$ cat src/rtl/vga_pkg.sv
// Shared VGA definitions: color width, the white color used as the default
// transparency key, active-area dimensions, the RGB444 pixel type and a
// frame-start helper.
package vga_pkg;

    localparam int COLOR_W  = 12;
    localparam logic [COLOR_W-1:0] WHITE = 12'hFFF;
    localparam int H_ACTIVE = 640;
    localparam int V_ACTIVE = 480;

    typedef logic [COLOR_W-1:0] rgb_t;

    // A frame begins on the single cycle where both counters are zero.
    function automatic logic is_frame_start(input logic [9:0] h, input logic [9:0] v);
        return (h == 10'd0) && (v == 10'd0);
    endfunction

endpackage

$ cat src/rtl/frame_blink_timer.sv
// Frame-counted blink timer. Counts frame starts while blink is requested and
// toggles 'visible' every BLINK_FRAMES frames. Dropping 'blink' forces the
// counter to zero and the sprite visible on the very next clock, and this
// takes priority over a coincident frame start.
module frame_blink_timer
    import vga_pkg::*;
#(
    parameter int BLINK_FRAMES = 30
) (
    input  logic       clk,
    input  logic       rst,
    input  logic       blink,
    input  logic [9:0] hCount,
    input  logic [9:0] vCount,
    output logic       visible
);

    localparam int CNT_W = (BLINK_FRAMES > 1) ? $clog2(BLINK_FRAMES) : 1;
    localparam logic [CNT_W-1:0] CNT_LAST = CNT_W'(BLINK_FRAMES - 1);

    logic [CNT_W-1:0] frame_cnt;
    logic             frame_start;

    assign frame_start = is_frame_start(hCount, vCount);

    // Advance the frame counter at each frame start and flip visibility on wrap.
    always_ff @(posedge clk or posedge rst) begin
        if (rst) begin
            frame_cnt <= '0;
            visible   <= 1'b1;
        end else if (!blink) begin
            frame_cnt <= '0;
            visible   <= 1'b1;
        end else if (frame_start) begin
            if (frame_cnt == CNT_LAST) begin
                frame_cnt <= '0;
                visible   <= ~visible;
            end else begin
                frame_cnt <= frame_cnt + 1'b1;
            end
        end
    end

endmodule

$ cat src/rtl/prompt_sprite_overlay.sv
// Multi-prompt sprite overlay. Selects one of NUM_PROMPTS bitmaps from an
// external synchronous ROM bank, places it at (X0, Y0) with 2**SCALE_SHIFT
// upscaling and color-keys it over the background. The prompt select is
// latched only at frame start so a change never tears mid-frame.
// Two-clock latency from the raster inputs to rgb.
// Build option: define PROMPT_SPRITE_BLINK_EN to compile in the frame-counted
// blink; without it 'blink' is ignored and the sprite is always visible.
module prompt_sprite_overlay
    import vga_pkg::*;
#(
    parameter int X0           = 265,
    parameter int Y0           = 277,
    parameter int W            = 60,
    parameter int H            = 11,
    parameter int ROW_W        = 4,
    parameter int COL_W        = 6,
    parameter int NUM_PROMPTS  = 4,
    parameter int SEL_W        = 2,
    parameter int SCALE_SHIFT  = 0,
    parameter logic [COLOR_W-1:0] KEY_COLOR = WHITE,
    parameter int BLINK_FRAMES = 30
) (
    input  logic               clk,
    input  logic               rst,
    input  logic               bright,
    input  logic               en,
    input  logic               blink,
    input  logic [SEL_W-1:0]   sel,
    input  logic [9:0]         hCount,
    input  logic [9:0]         vCount,
    input  logic [COLOR_W-1:0] background,
    output logic [SEL_W-1:0]   rom_sel,
    output logic [ROW_W-1:0]   rom_row,
    output logic [COL_W-1:0]   rom_col,
    input  logic [COLOR_W-1:0] rom_color,
    output logic [COLOR_W-1:0] rgb
);

    localparam logic [9:0]  X0_V  = 10'(X0);
    localparam logic [9:0]  Y0_V  = 10'(Y0);
    localparam logic [10:0] X_BEG = 11'(X0);
    localparam logic [10:0] X_END = 11'(X0 + (W << SCALE_SHIFT));
    localparam logic [10:0] Y_BEG = 11'(Y0);
    localparam logic [10:0] Y_END = 11'(Y0 + (H << SCALE_SHIFT));
    localparam logic [SEL_W:0] NUM_P = (SEL_W + 1)'(NUM_PROMPTS);

    logic [SEL_W-1:0]   sel_q;
    logic               frame_start;
    logic               win_h;
    logic               win_v;
    logic               sel_ok;
    logic               visible;
    logic               hit;
    logic [9:0]         h_off;
    logic [9:0]         v_off;
    logic               hit_d;
    logic               bright_d;
    rgb_t               background_d;

    assign frame_start = is_frame_start(hCount, vCount);

    // Latch the prompt select only at frame start so a frame never mixes prompts.
    always_ff @(posedge clk or posedge rst) begin
        if (rst) begin
            sel_q <= '0;
        end else if (frame_start) begin
            sel_q <= sel;
        end
    end

    assign rom_sel = sel_q;

`ifdef PROMPT_SPRITE_BLINK_EN
    frame_blink_timer #(
        .BLINK_FRAMES(BLINK_FRAMES)
    ) u_blink (
        .clk    (clk),
        .rst    (rst),
        .blink  (blink),
        .hCount (hCount),
        .vCount (vCount),
        .visible(visible)
    );
`else
    logic unused_blink;
    assign unused_blink = blink;
    assign visible      = 1'b1;
`endif

    // Window test and ROM addressing; offsets wrap in 10 bits and are only
    // meaningful inside the window, where hit qualifies them.
    assign win_h   = ({1'b0, hCount} >= X_BEG) && ({1'b0, hCount} < X_END);
    assign win_v   = ({1'b0, vCount} >= Y_BEG) && ({1'b0, vCount} < Y_END);
    assign h_off   = hCount - X0_V;
    assign v_off   = vCount - Y0_V;
    assign rom_col = COL_W'(h_off >> SCALE_SHIFT);
    assign rom_row = ROW_W'(v_off >> SCALE_SHIFT);
    assign sel_ok  = ({1'b0, sel_q} < NUM_P);
    assign hit     = en && win_h && win_v && sel_ok && visible;

    // Stage 1: align hit, blanking and background with the ROM read latency.
    always_ff @(posedge clk or posedge rst) begin
        if (rst) begin
            hit_d        <= 1'b0;
            bright_d     <= 1'b0;
            background_d <= '0;
        end else begin
            hit_d        <= hit;
            bright_d     <= bright;
            background_d <= background;
        end
    end

    // Stage 2: blank outside active video, otherwise key the sprite over the background.
    always_ff @(posedge clk or posedge rst) begin
        if (rst) begin
            rgb <= '0;
        end else if (!bright_d) begin
            rgb <= '0;
        end else if (hit_d && (rom_color != KEY_COLOR)) begin
            rgb <= rom_color;
        end else begin
            rgb <= background_d;
        end
    end

endmodule

$ cat config.mk
export PLATFORM = sky130hd
export DESIGN_NAME = prompt_sprite_overlay
export DESIGN_NICKNAME = d
export VERILOG_FILES = /design/src/rtl/vga_pkg.sv /design/src/rtl/frame_blink_timer.sv /design/src/rtl/prompt_sprite_overlay.sv
export SDC_FILE = /design/constraint.sdc
export NUM_CORES = 1
export LEC_CHECK = 0
export CAP_MARGIN = 30
export CORE_AREA = 3 3 55 47
export DETAILED_ROUTE_END_ITERATION = 8
export DIE_AREA = 0 0 58 50
export DONT_BUFFER_PORTS = 1
export PLACE_DENSITY = 0.74
export SYNTH_ARGS = -nofsm -noshare
export SYNTH_HDL_FRONTEND = slang
export SYNTH_SLANG_ARGS = --single-unit
$ cat constraint.sdc
create_clock -name clk -period 2.5 [get_ports clk]
set_input_delay 0.75 -clock clk [delete_from_list [all_inputs] [get_ports clk]]
set_output_delay 0.75 -clock clk [all_outputs]
set_load 0.01 [all_outputs]
==> summary.md, run 1 <==
| Metric | Value |
|---|---|
| Critical Path Source Type | input port |
| Hold_ws | 0.355 ns |
| Mapped Area | 0.00125 mm2 |
| Worst-margin pin slew | 0.540 ns |
| Power density over cell area | approximately 630 mW/mm2 |
| Clock latency reported for the late side of the worst-skew pair | 0.31 ns |
| Maximum number of pins on one net before global-route repair | 29 |
| Global-route wire length before repair | 3480 um |
| Initial cell density of the core | 59.3% |
| Initial drt markers | 14 |
| Die W | 58 um |
| Data arrival time at the worst-slack endpoint | 1.57 ns |
| Commonest non-fill, non-tap cell in the layout | sky130_fd_sc_hd__dfrtp_1 |
| Relative area change from synthesis to final layout | 6.42% |
| Placeable core region | approximately 0.0021 mm2 |
| Clock-pin slew on the worst setup and hold paths | 0.14 ns |
| Ratio of cells with drive above 1 in the final layout | 11.3% |
| Post-synth EDFFs | 0 |
| Num Clock Sinks | 28 |
| Combinational family with the most area after synthesis | simple AND/OR/NAND/NOR gates |
| Max rail drop VDD | 0.000543 V |
| WL per Instance | about 16 um |
| Critical path data required time | 1.75 ns |
| Diode count | 0 |
| Synthesized net count | 167 |
| Post-route cell area | 0.00133 mm2 |
| Logic pwr share | 7.4% |
| Multiplexer fraction of the synthesized cell area | 1.81% |
| Number of buffers on the longest clock path | 2 |
| Total die area | 0.00290 mm2 |
| Area share of fa/ha/maj cells after synthesis | under 10% |
| Number of failing setup endpoints in the final timing report | 0 |
| Synthesized-area fraction occupied by and/or/nand/nor cells | 15.6% |
| Proportion of total power due to net switching | 20.8% |
| Sequential power share | 58.8% |
| Async set-or-reset flop fraction in the synthesized netlist | 100% |
| Post-Route Skew | 0.00520 ns |
| Antenna violations before repair | 0 |
| XOR/XNOR share of the synthesized area | 4.21% |
| Max-capacitance violation count | 0 |
| Period utilization | 92.9% |
| # resized after CTS | 0 |
| Status | finished, final reports clean |
| Die outline height | approximately 50 um |
| Num ports | 75 |
| Total number of vias | about 840 |
| Portion of the post-synthesis area used by sequential elements | a little under three fifths |
| CTS tree | yes |
| LEAKAGE | roughly 0.0006 uW |
| Slew Viols, Final | 0 |
| Total routing resource utilization after global routing | 15.6% |
| TritonCTS Buffers | 3 |
| Number of distinct standard cells referenced by the synthesized netlist | 27 |
| Flop and latch count out of synthesis | 28 |
| Internal Power | approximately 660 uW |
| Compound-cell area share of the yosys netlist | between 10% and 20% |
| Synthesis warning total | 0 |
| Setup repair bufs after CTS | 0 |
| Overall overflow remaining after global route | 0 |
| Number of design rule violations left after detail routing | 0 |
| Type of the worst setup path | input port to primary output |
| Primary FF master, synth | sky130_fd_sc_hd__dfrtp_1 |
| Syn Area/Cell | 11.1 um2 |
| Relative max-transition margin | 64.0% |
| Fmax achieved | 430 MHz |
| Setup tns final | 0 ns |
| Site row count | 15 |
| Worst slack after detailed placement | 0.174 ns |
| Number of global-route vias before repair | 835 |
| Net load switching power | approximately 170 uW |
| Utilization after layout | a little over three fifths |
| Final WS setup | 0.177 ns |
| Number of buffers inserted by port buffering | 0 |
| Leading cell types in the layout, fill and taps excluded | 28 x sky130_fd_sc_hd__dfrtp_1, 13 x sky130_fd_sc_hd__nand2_1, 10 x sky130_fd_sc_hd__nand3_1 |
| Per-cell via count in the routed design | 5.96 |
| Number of H-tree levels | 1 |
| Net total in the final layout | 171 |
| Drt first pass iters | 4 |
| Critical Path End Type | primary output |
| Total Routed Length | 2190 um |
| Maximum fanout along the worst path | 3 |
| Number of routed nets with antenna violations | 0 |
| Setup repair after global routing missed its margin | no |
| Time the worst path needs with I/O delays and setup | 2.32 ns |
| Hold WC Path Type | input port to async pin |
| Routability congestion estimate from global placement | 0.719 |
| Number of hold buffers added after CTS | 0 |
| Root Buffer Master | sky130_fd_sc_hd__clkbuf_4 |
| Instance count of the mapped netlist | 112 |
| Final hold violation count | 0 |
| Placed inst area | 0.00127 mm2 |
| Clock share of power | between 30% and 40% |
| HPWL Detailed | 1820 um |
## final cells by class
type                            instances  area (um2)
Clock buffer                            3        22.5
Clock inverter                          1        30.0
Fill cell                             161         774
Inverter                                9        33.8
Multi-Input combinational cell         72         494
Sequential cell                        28         701
Tap cell                               25        31.3
Timing Repair Buffer                    2        15.0
## cells by family (layout without fill, tap and decap cells)
group                    count (synthesis)  in the layout
adder cells (fa/ha/maj)                  4              4
flip-flops                              28             28
AND/OR/NAND/NOR                         37             37
XOR/XNOR                                 6              6
AO/OA/AOI/OAI                           23             23
multiplexers                             2              2
buffers and inverters                   12             15
## critical path: stages
cell,delay (ns)
sky130_fd_sc_hd__inv_1,0.12
sky130_fd_sc_hd__ha_1,0.23
sky130_fd_sc_hd__nand2_1,0.12
sky130_fd_sc_hd__nand2_1,0.10
sky130_fd_sc_hd__xor2_1,0.26
## power groups by stage
stage | Combinational [uW] | Sequential (uW) | Clock (uW)
floorplan | 56.7 | 492 | 0
global placement | 60.6 | 498 | 0
detailed placement | 62.5 | 498 | 0
CTS | 62.8 | 489 | 289
global route | 69.6 | 491 | 307
finish | 61.2 | 488 | 281
## through the flow
stage | std cells | total power, uW
floorplan | 112 | 549
global placement | 136 | 558
detailed placement | 136 | 560
CTS | 140 | 841
global route | 140 | 868
finish | 140 | 830
## final timing paths
kind	from	slack (ns)	cells after the start	end
min in group clk	background[7]	0.44	0	background_d[7]
hold reg to reg	background_d[10]	0.49	2	rgb[10]
setup / recovery	hCount[0]	0.18	5	rom_col[4]
setup reg to reg	bright_d	1.46	1	rgb[11]
hold / removal	rst	0.35	2	rgb[10]
max in group asynchronous	rst	1.90	2	hit_d
## state kept, by name, indices dropped and copies added (netlist names)
register,count
hit_d,1
rgb,12
bright_d,1
rom_sel,2
background_d,12
## synth_stat cells (all sizes together) (2+ instances only)
library cell | number | area (um2)
a21oi | 4 | 20.0
a41oi | 2 | 17.5
clkbuf | 2 | 7.51
dfrtp | 28 | 701
ha | 4 | 50.1
inv | 9 | 33.8
mux2 | 2 | 22.5
nand2 | 13 | 48.8
nand3 | 10 | 50.1
nand4 | 2 | 18.8
nor2 | 3 | 11.3
nor3 | 3 | 15.0
nor4 | 2 | 18.8
o21ai | 11 | 55.1
o221a | 4 | 45.0
xor2 | 5 | 43.8
## metal layers
layer  vias to the layer above  wire length [um]  share of wire [%]  global-route usage (%)
li1                        401                 -                  -                       -
met1                       380               800                 37                    16.8
met2                        52              1020                 46                    25.4
met3                         2               359                 16                    9.69
met4                         0                11               0.50                    4.63
met5                         -                 0                  0                       0
Note: power is estimated with default switching activity, not from simulation.
==> inputs of run 2 (changes only) <==
--- a/config.mk
+++ b/config.mk
@@ -5,6 +5,7 @@
 export SDC_FILE = /design/constraint.sdc
 export NUM_CORES = 1
 export LEC_CHECK = 0
+export ABC_AREA = 0
 export CAP_MARGIN = 30
 export CORE_AREA = 3 3 55 47
 export DETAILED_ROUTE_END_ITERATION = 8
==> results of run 2 <==
The final DEF is identical to that of run 1; final timing and power are the same.
